File: src/rtl/tmds_pkg.sv
// Shared TMDS definitions: mode encoding, control codes, TERC4 table and
// guard-band symbols indexed by HDMI channel number.
package tmds_pkg;

    typedef enum logic [2:0] {
        CONTROL      = 3'd0,
        VIDEO        = 3'd1,
        VIDEO_GUARD  = 3'd2,
        ISLAND       = 3'd3,
        ISLAND_GUARD = 3'd4
    } tmds_mode_e;

    localparam logic [9:0] CTRL_00 = 10'b1101010100;
    localparam logic [9:0] CTRL_01 = 10'b0010101011;
    localparam logic [9:0] CTRL_10 = 10'b0101010100;
    localparam logic [9:0] CTRL_11 = 10'b1010101011;

    function automatic logic [9:0] control_code(input logic [1:0] c);
        case (c)
            2'b00:   return CTRL_00;
            2'b01:   return CTRL_01;
            2'b10:   return CTRL_10;
            default: return CTRL_11;
        endcase
    endfunction

    function automatic logic [9:0] terc4(input logic [3:0] d);
        case (d)
            4'h0:    return 10'b1010011100;
            4'h1:    return 10'b1001100011;
            4'h2:    return 10'b1011100100;
            4'h3:    return 10'b1011100010;
            4'h4:    return 10'b0101110001;
            4'h5:    return 10'b0100011110;
            4'h6:    return 10'b0110001110;
            4'h7:    return 10'b0100111100;
            4'h8:    return 10'b1011001100;
            4'h9:    return 10'b0100111001;
            4'hA:    return 10'b0110011100;
            4'hB:    return 10'b1011000110;
            4'hC:    return 10'b1010001110;
            4'hD:    return 10'b1001110001;
            4'hE:    return 10'b0101100011;
            default: return 10'b1011000011;
        endcase
    endfunction

    function automatic logic [9:0] video_guard(input int ch);
        return (ch == 1) ? 10'b0100110011 : 10'b1011001100;
    endfunction

    // Lane 0 carries HSYNC/VSYNC inside its data-island guard band.
    function automatic logic [9:0] data_guard(input int ch, input logic [1:0] c0);
        return (ch == 0) ? terc4({2'b11, c0}) : 10'b0100110011;
    endfunction

endpackage

File: src/rtl/tmds_channel_array_if.sv
// Parallel pixel-side bus of the N-lane TMDS encoder.
interface tmds_channel_array_if #(
    parameter int NUM_CHANNELS = 3
);
    logic [8*NUM_CHANNELS-1:0]  video_data;
    logic [4*NUM_CHANNELS-1:0]  data_island_data;
    logic [2*NUM_CHANNELS-1:0]  control_data;
    logic [2:0]                 mode;
    logic [10*NUM_CHANNELS-1:0] tmds;
    logic [5*NUM_CHANNELS-1:0]  disparity;

    modport master (
        output video_data, data_island_data, control_data, mode,
        input  tmds, disparity
    );

    modport slave (
        input  video_data, data_island_data, control_data, mode,
        output tmds, disparity
    );
endinterface

File: src/rtl/tmds_video_stage1.sv
// Per-lane front half: transition-minimised q_m, its popcount and the
// precomputed non-video symbol, optionally registered.
module tmds_video_stage1
    import tmds_pkg::*;
#(
    parameter int CHANNEL   = 0,
    parameter int PIPELINED = 1
) (
    input  logic       clk_pixel,
    input  logic       reset_n,
    input  logic [7:0] video_data,
    input  logic [3:0] data_island_data,
    input  logic [1:0] control_data,
    input  logic [1:0] guard_ctrl,
    input  logic [2:0] mode,
    output logic [8:0] q_m,
    output logic [3:0] n1,
    output logic [3:0] n0,
    output logic [9:0] symbol,
    output logic [2:0] mode_s1
);

    logic [3:0] ones;
    logic       use_xnor;
    logic [8:0] qm_c;
    logic [3:0] n1_c;
    logic [3:0] n0_c;
    logic [9:0] sym_c;

    always_comb begin
        ones = '0;
        for (int unsigned i = 0; i < 8; i++) ones += 4'(video_data[i]);
        use_xnor = (ones > 4'd4) || ((ones == 4'd4) && !video_data[0]);

        qm_c    = '0;
        qm_c[0] = video_data[0];
        for (int unsigned i = 1; i < 8; i++)
            qm_c[i] = use_xnor ? ~(qm_c[i-1] ^ video_data[i]) : (qm_c[i-1] ^ video_data[i]);
        qm_c[8] = ~use_xnor;

        n1_c = '0;
        for (int unsigned i = 0; i < 8; i++) n1_c += 4'(qm_c[i]);
        n0_c = 4'd8 - n1_c;

        case (mode)
            VIDEO_GUARD:  sym_c = video_guard(CHANNEL);
            ISLAND:       sym_c = terc4(data_island_data);
            ISLAND_GUARD: sym_c = data_guard(CHANNEL, guard_ctrl);
            default:      sym_c = control_code(control_data);
        endcase
    end

    if (PIPELINED != 0) begin : g_reg
        // Symbol register resets to the control-00 code so it agrees with the forced CONTROL mode.
        always_ff @(posedge clk_pixel or negedge reset_n) begin
            if (!reset_n) begin
                q_m     <= '0;
                n1      <= '0;
                n0      <= '0;
                symbol  <= CTRL_00;
                mode_s1 <= CONTROL;
            end else begin
                q_m     <= qm_c;
                n1      <= n1_c;
                n0      <= n0_c;
                symbol  <= sym_c;
                mode_s1 <= mode;
            end
        end
    end else begin : g_comb
        assign q_m     = qm_c;
        assign n1      = n1_c;
        assign n0      = n0_c;
        assign symbol  = sym_c;
        assign mode_s1 = mode;
    end

endmodule

File: src/rtl/tmds_channel_array.sv
// N-lane TMDS encoder: shared mode select, per-lane running disparity and
// registered symbol output.
module tmds_channel_array
    import tmds_pkg::*;
#(
    parameter int NUM_CHANNELS = 3,
    parameter int PIPELINED    = 1
) (
    input  logic                 clk_pixel,
    input  logic                 reset_n,
    tmds_channel_array_if.slave  bus
);

    for (genvar c = 0; c < NUM_CHANNELS; c++) begin : g_lane
        logic [8:0]        q_m;
        logic [3:0]        n1;
        logic [3:0]        n0;
        logic [9:0]        symbol;
        logic [2:0]        mode_s1;
        logic [9:0]        tmds_q;
        logic [9:0]        video_sym;
        logic signed [4:0] acc;
        logic signed [4:0] acc_add;
        logic signed [4:0] diff;

        tmds_video_stage1 #(
            .CHANNEL   (c),
            .PIPELINED (PIPELINED)
        ) u_stage1 (
            .clk_pixel        (clk_pixel),
            .reset_n          (reset_n),
            .video_data       (bus.video_data[8*c +: 8]),
            .data_island_data (bus.data_island_data[4*c +: 4]),
            .control_data     (bus.control_data[2*c +: 2]),
            .guard_ctrl       (bus.control_data[1:0]),
            .mode             (bus.mode),
            .q_m              (q_m),
            .n1               (n1),
            .n0               (n0),
            .symbol           (symbol),
            .mode_s1          (mode_s1)
        );

        always_comb begin
            diff = $signed({1'b0, n1}) - $signed({1'b0, n0});
            if ((acc == 5'sd0) || (n1 == n0)) begin
                video_sym = {~q_m[8], q_m[8], q_m[8] ? q_m[7:0] : ~q_m[7:0]};
                acc_add   = q_m[8] ? diff : -diff;
            end else if ((!acc[4] && (n1 > n0)) || (acc[4] && (n1 < n0))) begin
                video_sym = {1'b1, q_m[8], ~q_m[7:0]};
                acc_add   = -diff + (q_m[8] ? 5'sd2 : 5'sd0);
            end else begin
                video_sym = {1'b0, q_m[8], q_m[7:0]};
                acc_add   = diff - (q_m[8] ? 5'sd0 : 5'sd2);
            end
        end

        // Illegal modes keep the last symbol on the wire but still clear disparity.
        always_ff @(posedge clk_pixel or negedge reset_n) begin
            if (!reset_n) begin
                tmds_q <= CTRL_00;
                acc    <= '0;
            end else if (mode_s1 == VIDEO) begin
                tmds_q <= video_sym;
                acc    <= acc + acc_add;
            end else begin
                acc <= '0;
                if (mode_s1 <= ISLAND_GUARD) tmds_q <= symbol;
            end
        end

        assign bus.tmds[10*c +: 10]     = tmds_q;
        assign bus.disparity[5*c +: 5] = acc;
    end

endmodule

File: src/flat_wrapper.sv
// flat-port wrapper written by rule: the top's interface ports become plain ports
module tmds_channel_array_flat import tmds_pkg::*;
#(
    parameter int NUM_CHANNELS = 3,
    parameter int PIPELINED    = 1
)
  (clk_pixel, reset_n, bus_video_data, bus_data_island_data, bus_control_data, bus_mode, bus_tmds, bus_disparity);
  tmds_channel_array_if #(.NUM_CHANNELS(NUM_CHANNELS)) bus_i ();
  input  logic clk_pixel;
  input  logic reset_n;
  input wire logic [$bits(bus_i.video_data)-1:0] bus_video_data;
  input wire logic [$bits(bus_i.data_island_data)-1:0] bus_data_island_data;
  input wire logic [$bits(bus_i.control_data)-1:0] bus_control_data;
  input wire logic [$bits(bus_i.mode)-1:0] bus_mode;
  output wire logic [$bits(bus_i.tmds)-1:0] bus_tmds;
  output wire logic [$bits(bus_i.disparity)-1:0] bus_disparity;
  assign bus_i.video_data = bus_video_data;
  assign bus_i.data_island_data = bus_data_island_data;
  assign bus_i.control_data = bus_control_data;
  assign bus_i.mode = bus_mode;
  assign bus_tmds = bus_i.tmds;
  assign bus_disparity = bus_i.disparity;
  tmds_channel_array #(.NUM_CHANNELS(NUM_CHANNELS), .PIPELINED(PIPELINED)) u_core (.clk_pixel(clk_pixel), .reset_n(reset_n), .bus(bus_i));
endmodule
File: config.mk
export PLATFORM = sky130hd
export DESIGN_NAME = tmds_channel_array_flat
export DESIGN_NICKNAME = d
export VERILOG_FILES = /design/src/rtl/tmds_pkg.sv /design/src/rtl/tmds_channel_array_if.sv /design/src/rtl/tmds_video_stage1.sv /design/src/rtl/tmds_channel_array.sv /design/src/flat_wrapper.sv
export SDC_FILE = /design/constraint.sdc
export NUM_CORES = 1
export LEC_CHECK = 0
export BUFFER_PORTS_ARGS = -buffer_cell sky130_fd_sc_hd__buf_4
export CORE_MARGIN = 2
export CORE_UTILIZATION = 45
export DETAILED_ROUTE_END_ITERATION = 8
export PLACE_DENSITY = 0.75
export SYNTH_ARGS = -nofsm -noshare
export SYNTH_HDL_FRONTEND = slang
export SYNTH_SLANG_ARGS = --single-unit
File: constraint.sdc
create_clock -name clk_pixel -period 5.5 [get_ports clk_pixel]
set_clock_uncertainty 0.15 [all_clocks]
set_input_delay 0.55 -clock clk_pixel [delete_from_list [all_inputs] [get_ports clk_pixel]]
set_output_delay 0.55 -clock clk_pixel [all_outputs]
set_load 0.01 [all_outputs]
# Word level (Yosys, flattened, before mapping)
# Memories as Yosys holds them, arrays and structs flattened.
# Index checks and enable logic that the tools add are counted.
# classes
add_sub_neg	60
n_lt_le_gt_ge	10
eq_ne	16
muxes	61
bitwise_logic	51
n_reduce_logical	32
# ops
cell	n
$pmux 10 s3	6
$mux 10	12
$add 4x1->4	24
$mux 5	12
$add 5x5->5	6
$not 1->1	27
$add 3x1->4	6
$mux 8	3
$not 8->8	3
$mux 1	21
$xor 1x1->1	21
$pmux 10 s2	1
$add 2x1->3	6
$logic_not 5->1	3
$neg 5->5	3
$sub 4x4->5	3
$sub 5x5->5	3
$add 1x1->2	6
$eq 4x3->1 const B	3
$eq 4x4->1	3
$gt 4x3->1 const B	3
$gt 4x4->1	3
$lt 4x4->1	3
$mux 2	6
13 further kinds	43
# word_totals
ff_bits	129
romBits	480
in_bits	47
word_cells	252
memories	3
# mem_list
memory	words	word_bits	read_ports	rd_ports_with_merged_regs	write_ports	line_no	source
(no name shown)	16	10	1	0	0	tmds_pkg.sv:28	case (d)
(no name shown)	16	10	1	0	0	tmds_pkg.sv:28	
(no name shown)	16	10	1	0	0	tmds_pkg.sv:28	

# Logic depth before layout (Yosys ltp)
# Gate-level depths: netlist of run 1.
# depth
word_depth	31
ltp_mapped	22

# By module
# From an unflattened synthesis of run 1, not the netlist that was laid out.
# hier_totals
hier_cells	970
area_unflattened_um2	9751.9
# modules_own_cells
mod	n_inst	cells_each	area_per_inst_um2	seq_area_each_um2
tmds_channel_array	1	441	4022.6	1144.8
tmds_video_stage1 at u_core.g_lane[0].u_stage1	1	187	2009.4	732.0
tmds_video_stage1 at u_core.g_lane[1].u_stage1	1	161	1885.6	732.0
tmds_video_stage1 at u_core.g_lane[2].u_stage1	1	181	1834.3	732.0

# Worst setup path after synthesis of run 1
# OpenSTA, ideal clock, no wires.
# synth_timing
kind	input port to flip-flop
from	in bus_video_data[16]
to	reg u_core.g_lane[2].u_stage1.n0[2]
setup_ns	0.127
t_arrival_ns	6.186
required_ns	5.223
slack_ns	-0.963
path_stages	21
n_path_buf	0
path_cell_list	inv_1 -> fa_1 -> fa_1 -> fa_1 -> inv_1 -> ha_1 -> fa_1 -> nor3_1 -> o21ai_0 -> a21oi_1 -> xnor2_1 -> inv_1 -> fa_1 -> fa_1 -> inv_1 -> fa_1 -> ha_1 -> fa_1 -> inv_1 -> ha_1 -> xnor2_1
# synth_via
elab_chain_len	31
word_cells_on_any_way	41
classes_between	add/sub (15); order compare (1); eq/ne (1); mux (7); bitwise (14); reduce/logical (3)
# synth_rtl
item	line_no	source
start, declared	flat_wrapper.sv:11	input wire logic [$bits(bus_i.video_data)-1:0] bus_video_data;
parallel branches: the longest is 10 deep, another holds $add 3x1->4	-	
$mux 1 (*)	tmds_video_stage1.sv:38	qm_c[i] = use_xnor ? ~(qm_c[i-1] ^ video_data[i]) : (qm_c[i-1] ^ video_data[i]);
named net u_core.g_lane[2].u_stage1.qm_c[1]	tmds_video_stage1.sv:25	logic [8:0] qm_c;
parallel branches: the longest is 18 deep, another holds $add 3x1->4	-	
$add 4x1->4 (*)	tmds_video_stage1.sv:42	for (int unsigned i = 0; i < 8; i++) n1_c += 4'(qm_c[i]);
named net u_core.g_lane[2].u_stage1.n1_c[1]	tmds_video_stage1.sv:26	logic [3:0] n1_c;
$sub 4x4->4 (*)	tmds_video_stage1.sv:43	n0_c = 4'd8 - n1_c;
named net u_core.g_lane[2].u_stage1.n0_c[2]	tmds_video_stage1.sv:27	logic [3:0] n0_c;
end signal, assigned	tmds_video_stage1.sv:65	n0 <= n0_c;
end, declared	tmds_video_stage1.sv:18	output logic [3:0] n0,
# Mark *: on every way through the listed nets, which the timed path passes.
# A chain may end at the register's enable or synchronous reset.

# Final worst setup path of run 1
# layout_timing
from	in bus_video_data[8]
to	reg u_core.g_lane[1].u_stage1.n0[3]
# layout_via
elab_chain_len	31
word_cells_on_any_way	41
classes_between	add/sub (15); order compare (1); eq/ne (1); mux (7); bitwise (14); reduce/logical (3)
# layout_rtl
item	line_no
parallel branches: the longest is 10 deep, another holds $add 3x1->4	-
$mux 1 (*)	tmds_video_stage1.sv:38
named net u_core.g_lane[1].u_stage1.qm_c[1]	tmds_video_stage1.sv:25
parallel branches: the longest is 18 deep, another holds $add 3x1->4	-
$add 4x1->4 (*)	tmds_video_stage1.sv:42
named net u_core.g_lane[1].u_stage1.n1_c[1]	tmds_video_stage1.sv:26
$sub 4x4->4 (*)	tmds_video_stage1.sv:43
named net u_core.g_lane[1].u_stage1.n0_c[3]	tmds_video_stage1.sv:27
end signal, assigned	tmds_video_stage1.sv:65
end, declared	tmds_video_stage1.sv:18
# Marks and branches as above.

==> out/summary.json, run 1 <==
{
  "clock_tree.root_cell": "clkbuf_16",
  "routedWlPerCell_um": 15.30,
  "yosys-mux-area-fraction": 0.01183,
  "timing_max_transition_violations_final": 0,
  "r2r-start": "u_core.g_lane[0].u_stage1.n0[1]",
  "row_count": 52,
  "yosys.area_share.simple": 0.1288,
  "clk_latency_ns": 0.42,
  "async_reset_ff_frac": 1.000,
  "detail_route.iter0.violations": 387,
  "grt_util_all_layers": 0.2023,
  "crit_path_start_kind": "input port",
  "top_area_cell_type_share_of_the_netlist_area": 0.2501,
  "grt.overflow.total": 0,
  "dp_hpwl_um": 15720,
  "area_growth_syn_to_layout_pct": 24.11,
  "critPathMaxStageDelay_ns": 0.54,
  "clk_pin_slew_worst_setup_hold_paths_ns": 0.06,
  "nNetsFinal": 1313,
  "setup_viol": 17,
  "first_pass_grt_wire_length_um": 35670,
  "tightestPinTransition_ns": 1.044,
  "routabilityCongestion": 0.8513,
  "period_needed_ns": 6.132,
  "finalHoldViolCount": 0,
  "synth-compound-area-share": 0.1791,
  "synthesized_nets": 1179,
  "drcViolationCount": 0,
  "critPathBufInv": 7,
  "worst_slew_slack_as_a_fraction_of_its_limit": 0.2996,
  "flop2flop_setup_slack_ns": 1.62,
  "placed_cells": 1369,
  "worstPathCellList": "buf_8 -> inv_4 -> fa_1 -> fa_1 -> fa_1 -> inv_2 -> ha_4 -> fa_1 -> nor3_2 -> nor3b_1 -> a21oi_2 -> xnor2_1 -> inv_1 -> fa_1 -> fa_1 -> inv_1 -> fa_1 -> ha_2 -> inv_2 -> fa_2 -> inv_2 -> nor3_2 -> xor2_1",
  "synth_enable_flop_cells": 0,
  "cts_tree": "yes",
  "timing.critical_path.mode_cell": "fa_1",
  "endpoint_required_time_on_the_critical_path_ns": 5.69,
  "drt.antenna.violating_nets": 0,
  "final_cells": 1424,
  "count_of_unique_library_cells_instantiated_by_yosys": 75,
  "synthCells": 1007,
  "timing.final.crit_share": 1.115,
  "post_drt_via_cell_ratio": 5.297,
  "cts_max_level": 4,
  "chipWidth_um": 147.8,
  "die_height_um": 147.8,
  "ys_warn_count": 0,
  "postRouteWirelength_um": 21790,
  "fillerInstances": 1659,
  "synth_area_um2": 9306,
  "grt_pass1_vias": 7317,
  "io_buffers": 91,
  "fin_worst_hold_slack_ns": 0.1087,
  "maxClockFrequency_mhz": 163.1,
  "cts-root-to-sink-buffers": 2,
  "cp_data_arrival_time_ns": 6.32,
  "initial_core_util": 0.4599,
  "critical_path_peak_fanout": 3,
  "drt_first_pass_iters": 4,
  "final-seq-area_um2": 3115,
  "synthTopCellsByArea": "dfrtp_1, ha_1, dfstp_2",
  "diodes": 0,
  "finalSetupTns_ns": -6.226,
  "synthAdderAreaFrac": 0.1898,
  "design.core.area_um2": 20230,
  "violations": "setup timing",
  "postSynth.topFlopCell": "dfrtp_1",
  "critical_path.endpoint_type": "flip-flop",
  "run_status": "finished, violations left",
  "timing.setup.critical_path_class": "input port to flip-flop",
  "combinational_family_with_the_most_area_after_synthesis": "adder cells",
  "worst_r2r_endpoint": "u_core.g_lane[0].acc[4]",
  "unrepaired_setup_endpoints_after_global_routing": "yes",
  "synth.yosys.seq_area_share": 0.3348,
  "die_area_um2": 21850,
  "largest_net_degree_at_the_start_of_global_routing": 73,
  "timing.final.ws_setup_ns": -0.6324,
  "synth_xor_area_frac": 0.09156,
  "clock_sink_count": 123,
  "hold_path_class": "input port to asynchronous set/reset pin",
  "number_of_buffers_created_by_cts": 17,
  "crit_path_top_delay_cell": "fa_1",
  "antenna_violations_before_repair": 0,
  "design.portCount": 92,
  "critical-path-top-delay-family": "adder cells",
  "r2r.worst_path.cells": 16,
  "yosys.area.top_type": "dfrtp_1",
  "postSynthRegisterBits": 123,
  "max-cap-violations": 0,
  "synthesis.area_per_instance_um2": 9.242,
  "multi_input_area_um2": 5827,
  "post_route_cells_drive_above_1_share": 0.2487,
  "via_count": 7543,
  "cts_hold_buf": 0
}
==> routing by layer <==
layer  wire length (µm)  vias up  part of all wire  global-route usage
met5                  0        -                 0                   0
met4                451        0             0.021             0.06952
met3                863       33             0.040             0.02994
met2              10820      184              0.50              0.3458
met1               9657     3619              0.44              0.2635
li1                   -     3707                 -                   -
==> Yosys cell counts (3+ instances only) <==
master	number
or2_2	7
o311ai_0	7
nor2_1	60
o31a_1	3
clkbuf_1	33
o21ai_0	69
nand2_1	50
and2_1	11
nand3_1	6
dfstp_2	30
nand2b_1	14
inv_1	112
o211ai_1	6
xor2_1	27
dfrtp_1	93
xnor2_1	64
a31oi_1	13
buf_2	3
a21o_1	6
nor3_1	18
o221ai_1	3
nor3b_1	4
o31ai_1	10
and3_1	4
buf_1	3
fa_1	27
a211oi_1	8
o22ai_1	9
a21oi_1	89
ha_1	98
o21a_1	4
mux2i_1	4
or3_1	24
nor2b_1	20
a22oi_1	15
==> cells in the final DEF, fill, tap and decap left out, types with 26 or more instances in the layout <==
master / Yosys / final
a21oi_1: 89 / 84
buf_4: 2 / 149
dfrtp_1: 93 / 93
dfstp_2: 30 / 30
ha_1: 98 / 89
inv_1: 112 / 99
nand2_1: 50 / 50
nor2_1: 60 / 60
o21ai_0: 69 / 65
xnor2_1: 64 / 59
xor2_1: 27 / 26
==> cells by family after synthesis <==
logic type               after synthesis
AO/OA/AOI/OAI                        268
flip-flops                           123
AND/OR/NAND/NOR                      235
multiplexers                           8
XOR/XNOR                              94
buffers and inverters                154
adder cells (fa/ha/maj)              125
==> how the worst max path moves through the flow <==
stage / end / startpoint / slack [ns] / depth (start not counted)
6_report: u_core.g_lane[1].u_stage1.n0[3] / bus_video_data[8] / -0.63 / 23
2_1_floorplan: u_core.g_lane[2].u_stage1.n0[2] / bus_video_data[16] / -0.75 / 21
3_5_place_dp: u_core.g_lane[1].u_stage1.n0[3] / bus_video_data[8] / -1.07 / 23
3_3_place_gp: u_core.g_lane[0].u_stage1.n0[3] / bus_video_data[3] / -0.88 / 23
4_1_cts: u_core.g_lane[1].u_stage1.n0[3] / bus_video_data[8] / -0.51 / 23
5_1_grt: u_core.g_lane[1].u_stage1.n0[3] / bus_video_data[8] / -0.81 / 23
==> state kept, by name, summed over array words and instances, names as in the netlist <==
| register | count |
|---|---|
| u_core.g_lane.u_stage1.mode_s1 | 3 |
| u_core.g_lane.acc | 15 |
| u_core.g_lane.tmds_q | 30 |
| u_core.g_lane.u_stage1.n0 | 9 |
| u_core.g_lane.u_stage1.n1 | 9 |
| u_core.g_lane.u_stage1.q_m | 27 |
| u_core.g_lane.u_stage1.symbol | 30 |
==> area by class of cell <==
| type | instances | area share |
|---|---|---|
| multi-input cells | 730 | 0.5045 |
| clock inverters | 10 | 0.01441 |
| clock buffers | 22 | 0.03932 |
| well taps | 270 | 0.02925 |
| inverters | 112 | 0.03716 |
| flip-flops and latches | 123 | 0.2697 |
| repair buffers | 157 | 0.1056 |
==> repair_timing <==
item | CTS | global route
hold endpoints to repair | 0 | 0
pin swaps | 19 | 6
buffers inserted | 13 | 11
endpoints found under the setup margin | 17 | 18
gates resized for setup | 32 | 14
==> through the flow <==
stage / util / worst slack, ns / cell area [µm²]
6_report: 0.5708 / -0.6324 / 11550
5_1_grt: 0.5708 / -0.8111 / 11550
4_1_cts: 0.5637 / -0.5130 / 11410
3_5_place_dp: 0.5223 / -1.066 / 10570
3_3_place_gp: 0.5223 / -0.8779 / 10570
2_1_floorplan: - / -0.7457 / 9399
Power of run 1 is left out: the tool's default activity adds up to more than one toggle a clock period on the data nets, which glitch-free logic cannot reach.
==> inputs of run 2 (changes only) <==
CORE_MARGIN = 5   (was 2)
CTS_CLUSTER_SIZE = 12   (was not set)
==> out/summary.json, run 2 (same netlist as run 1, synthesis figures left out) <==
{
  "run_status": "finished, violations left",
  "violations": "setup timing",
  "dp_hpwl_um": 16250,
  "worst_slew_slack_as_a_fraction_of_its_limit": 0.2777,
  "routabilityCongestion": 0.8889,
  "first_pass_grt_wire_length_um": 37860,
  "cts-root-to-sink-buffers": 2,
  "die_area_um2": 23660,
  "grt.overflow.total": 0,
  "timing.final.ws_setup_ns": -0.7860,
  "hold_path_class": "input port to asynchronous set/reset pin",
  "clock_sink_count": 123,
  "via_count": 7736,
  "design.core.area_um2": 20300,
  "worstPathCellList": "buf_8 -> clkinvlp_4 -> fa_1 -> fa_1 -> fa_1 -> inv_1 -> ha_2 -> fa_1 -> nor3_4 -> o21ai_2 -> a21oi_4 -> xor2_2 -> inv_2 -> fa_1 -> fa_1 -> fa_1 -> inv_2 -> ha_4 -> inv_2 -> fa_2 -> buf_6 -> ha_4 -> xnor2_2",
  "mostFrequentLayoutCells": "buf_4, inv_1, dfrtp_1",
  "worst_r2r_endpoint": "u_core.g_lane[0].acc[4]",
  "critPathBufInv": 7,
  "cts_max_level": 4,
  "max-cap-violations": 0,
  "cts_tree": "yes",
  "drt.antenna.violating_nets": 0,
  "finalSetupTns_ns": -8.212,
  "timing.critical_path.mode_cell": "fa_1",
  "design.portCount": 92,
  "fillerInstances": 1695,
  "drcViolationCount": 0,
  "tightestPinTransition_ns": 1.081,
  "leading_cell_type_in_the_layout_fill_and_taps_excluded": "buf_4",
  "maxClockFrequency_mhz": 159.1,
  "timing_max_transition_violations_final": 0,
  "leakage_power_total_nw": 5.500,
  "critical_path.startpoint": "bus_video_data[0]",
  "timing.final.crit_share": 1.143,
  "crit_path_top_delay_cell": "fa_1",
  "clock_tree.root_cell": "clkbuf_16",
  "clk_latency_ns": 0.42,
  "largestRegisters": "u_core.g_lane.tmds_q x30, u_core.g_lane.u_stage1.symbol x30, u_core.g_lane.u_stage1.q_m x27",
  "unrepaired_setup_endpoints_after_global_routing": "yes",
  "fin_worst_hold_slack_ns": 0.05857,
  "period_needed_ns": 6.286,
  "grt_pass1_vias": 7524,
  "cp_num_cells": 23,
  "clk_pin_slew_worst_setup_hold_paths_ns": 0.06,
  "cts_hold_buf": 0,
  "crit_path_start_kind": "input port",
  "nNetsFinal": 1332,
  "cp_data_arrival_time_ns": 6.44,
  "antenna_violations_before_repair": 0,
  "finalHoldViolCount": 0,
  "post_drt_via_cell_ratio": 5.361,
  "routedWlPerCell_um": 16.31,
  "report.power.total_mw": 9.452,
  "critical-path-top-delay-family": "adder cells",
  "initial_core_util": 0.4585,
  "flop2flop_setup_slack_ns": 1.60,
  "post_route_cells_drive_above_1_share": 0.2677,
  "chipWidth_um": 153.8,
  "crit_path_capture": "u_core.g_lane[0].u_stage1.n0[2]",
  "number_of_buffers_created_by_cts": 17,
  "row_count": 52,
  "r2r-start": "u_core.g_lane[0].u_stage1.n1[1]",
  "postRouteWirelength_um": 23540,
  "timing.setup.critical_path_class": "input port to flip-flop",
  "io_buffers": 91,
  "endpoint_required_time_on_the_critical_path_ns": 5.65,
  "die_height_um": 153.8,
  "power.density_cell_area_nw_per_um2": 797.8,
  "r2r.worst_path.cells": 15,
  "critical_path.endpoint_type": "flip-flop",
  "grt_util_all_layers": 0.1945,
  "critPathMaxStageDelay_ns": 0.53,
  "drt_first_pass_iters": 5,
  "peakVddDrop_mv": 0.4174,
  "area_growth_syn_to_layout_pct": 27.31,
  "diodes": 0,
  "detail_route.iter0.violations": 472,
  "worst_setup_slack_after_placement_ns": -1.075,
  "critical_path_peak_fanout": 3,
  "largest_net_degree_at_the_start_of_global_routing": 66,
  "setup_viol": 18
}
==> run 2: cell types whose count changed in the layout (fill, tap and decap cells not counted), moves of 2 or more <==
| cell | change |
|---|---|
| clkbuf_8 | +3 |
| clkinv_4 | -2 |
| nor3b_2 | +2 |
| nor3b_1 | -2 |
| clkbuf_1 | -2 |
| buf_6 | +18 |
==> run 2: per-stage QoR <==
stage | utilization | cells | area (µm²)
final | 0.5836 | 1443 | 11850
after global placement | 0.5206 | 1369 | 10570
after detailed placement | 0.5206 | 1369 | 10570
after CTS | 0.5747 | 1437 | 11670
after global routing | 0.5836 | 1443 | 11850
after floorplan | - | 1007 | 9399
==> run 2: what timing repair did <==
action,in CTS,in global routing
pin swaps,16,10
gates resized for setup,40,32
buffers inserted,36,7
endpoints found under the setup margin,17,19
gates cloned,0,0
==> run 2: power breakdown <==
part	leakage, nW	internal [mW]	switching (mW)
Sequential	1.44	1.26	0.197
Clock	0.320	0.855	0.397
Combinational	3.74	3.29	3.45
==> run 2: how the worst min path moves through the flow <==
stage	start	end	slack [ns]	cells past startpoint
6_report	reset_n	u_core.g_lane[2].u_stage1.n1[3]	0.06	1
5_1_grt	reset_n	u_core.g_lane[2].u_stage1.n1[3]	0.12	1
4_1_cts	reset_n	u_core.g_lane[2].u_stage1.n1[3]	0.08	1
3_5_place_dp	u_core.g_lane[0].u_stage1.q_m[4]	u_core.g_lane[0].tmds_q[4]	0.35	2
3_3_place_gp	u_core.g_lane[1].acc[0]	u_core.g_lane[1].acc[0]	0.34	1
2_1_floorplan	reset_n	u_core.g_lane[0].acc[0]	0.10	0
==> run 2: final cells by class <==
cell class,instances,area [µm²],share of cell area
Tap cell,270,337.8,0.02851
Sequential cell,123,3115,0.2630
Clock inverter,9,182.7,0.01542
Clock buffer,23,488.0,0.04119
Timing Repair Buffer,176,1438,0.1213
Multi-Input combinational cell,730,5854,0.4941
Inverter,112,431.7,0.03643
==> run 2: metal layers <==
layer	vias to the layer above	track usage	routed length, µm
met5	-	0	0
met4	0	0.07653	801
met3	54	0.02895	1128
met2	265	0.3290	11640
met1	3653	0.2517	9969
li1	3764	-	-
Note: power is estimated with default switching activity, not from simulation.
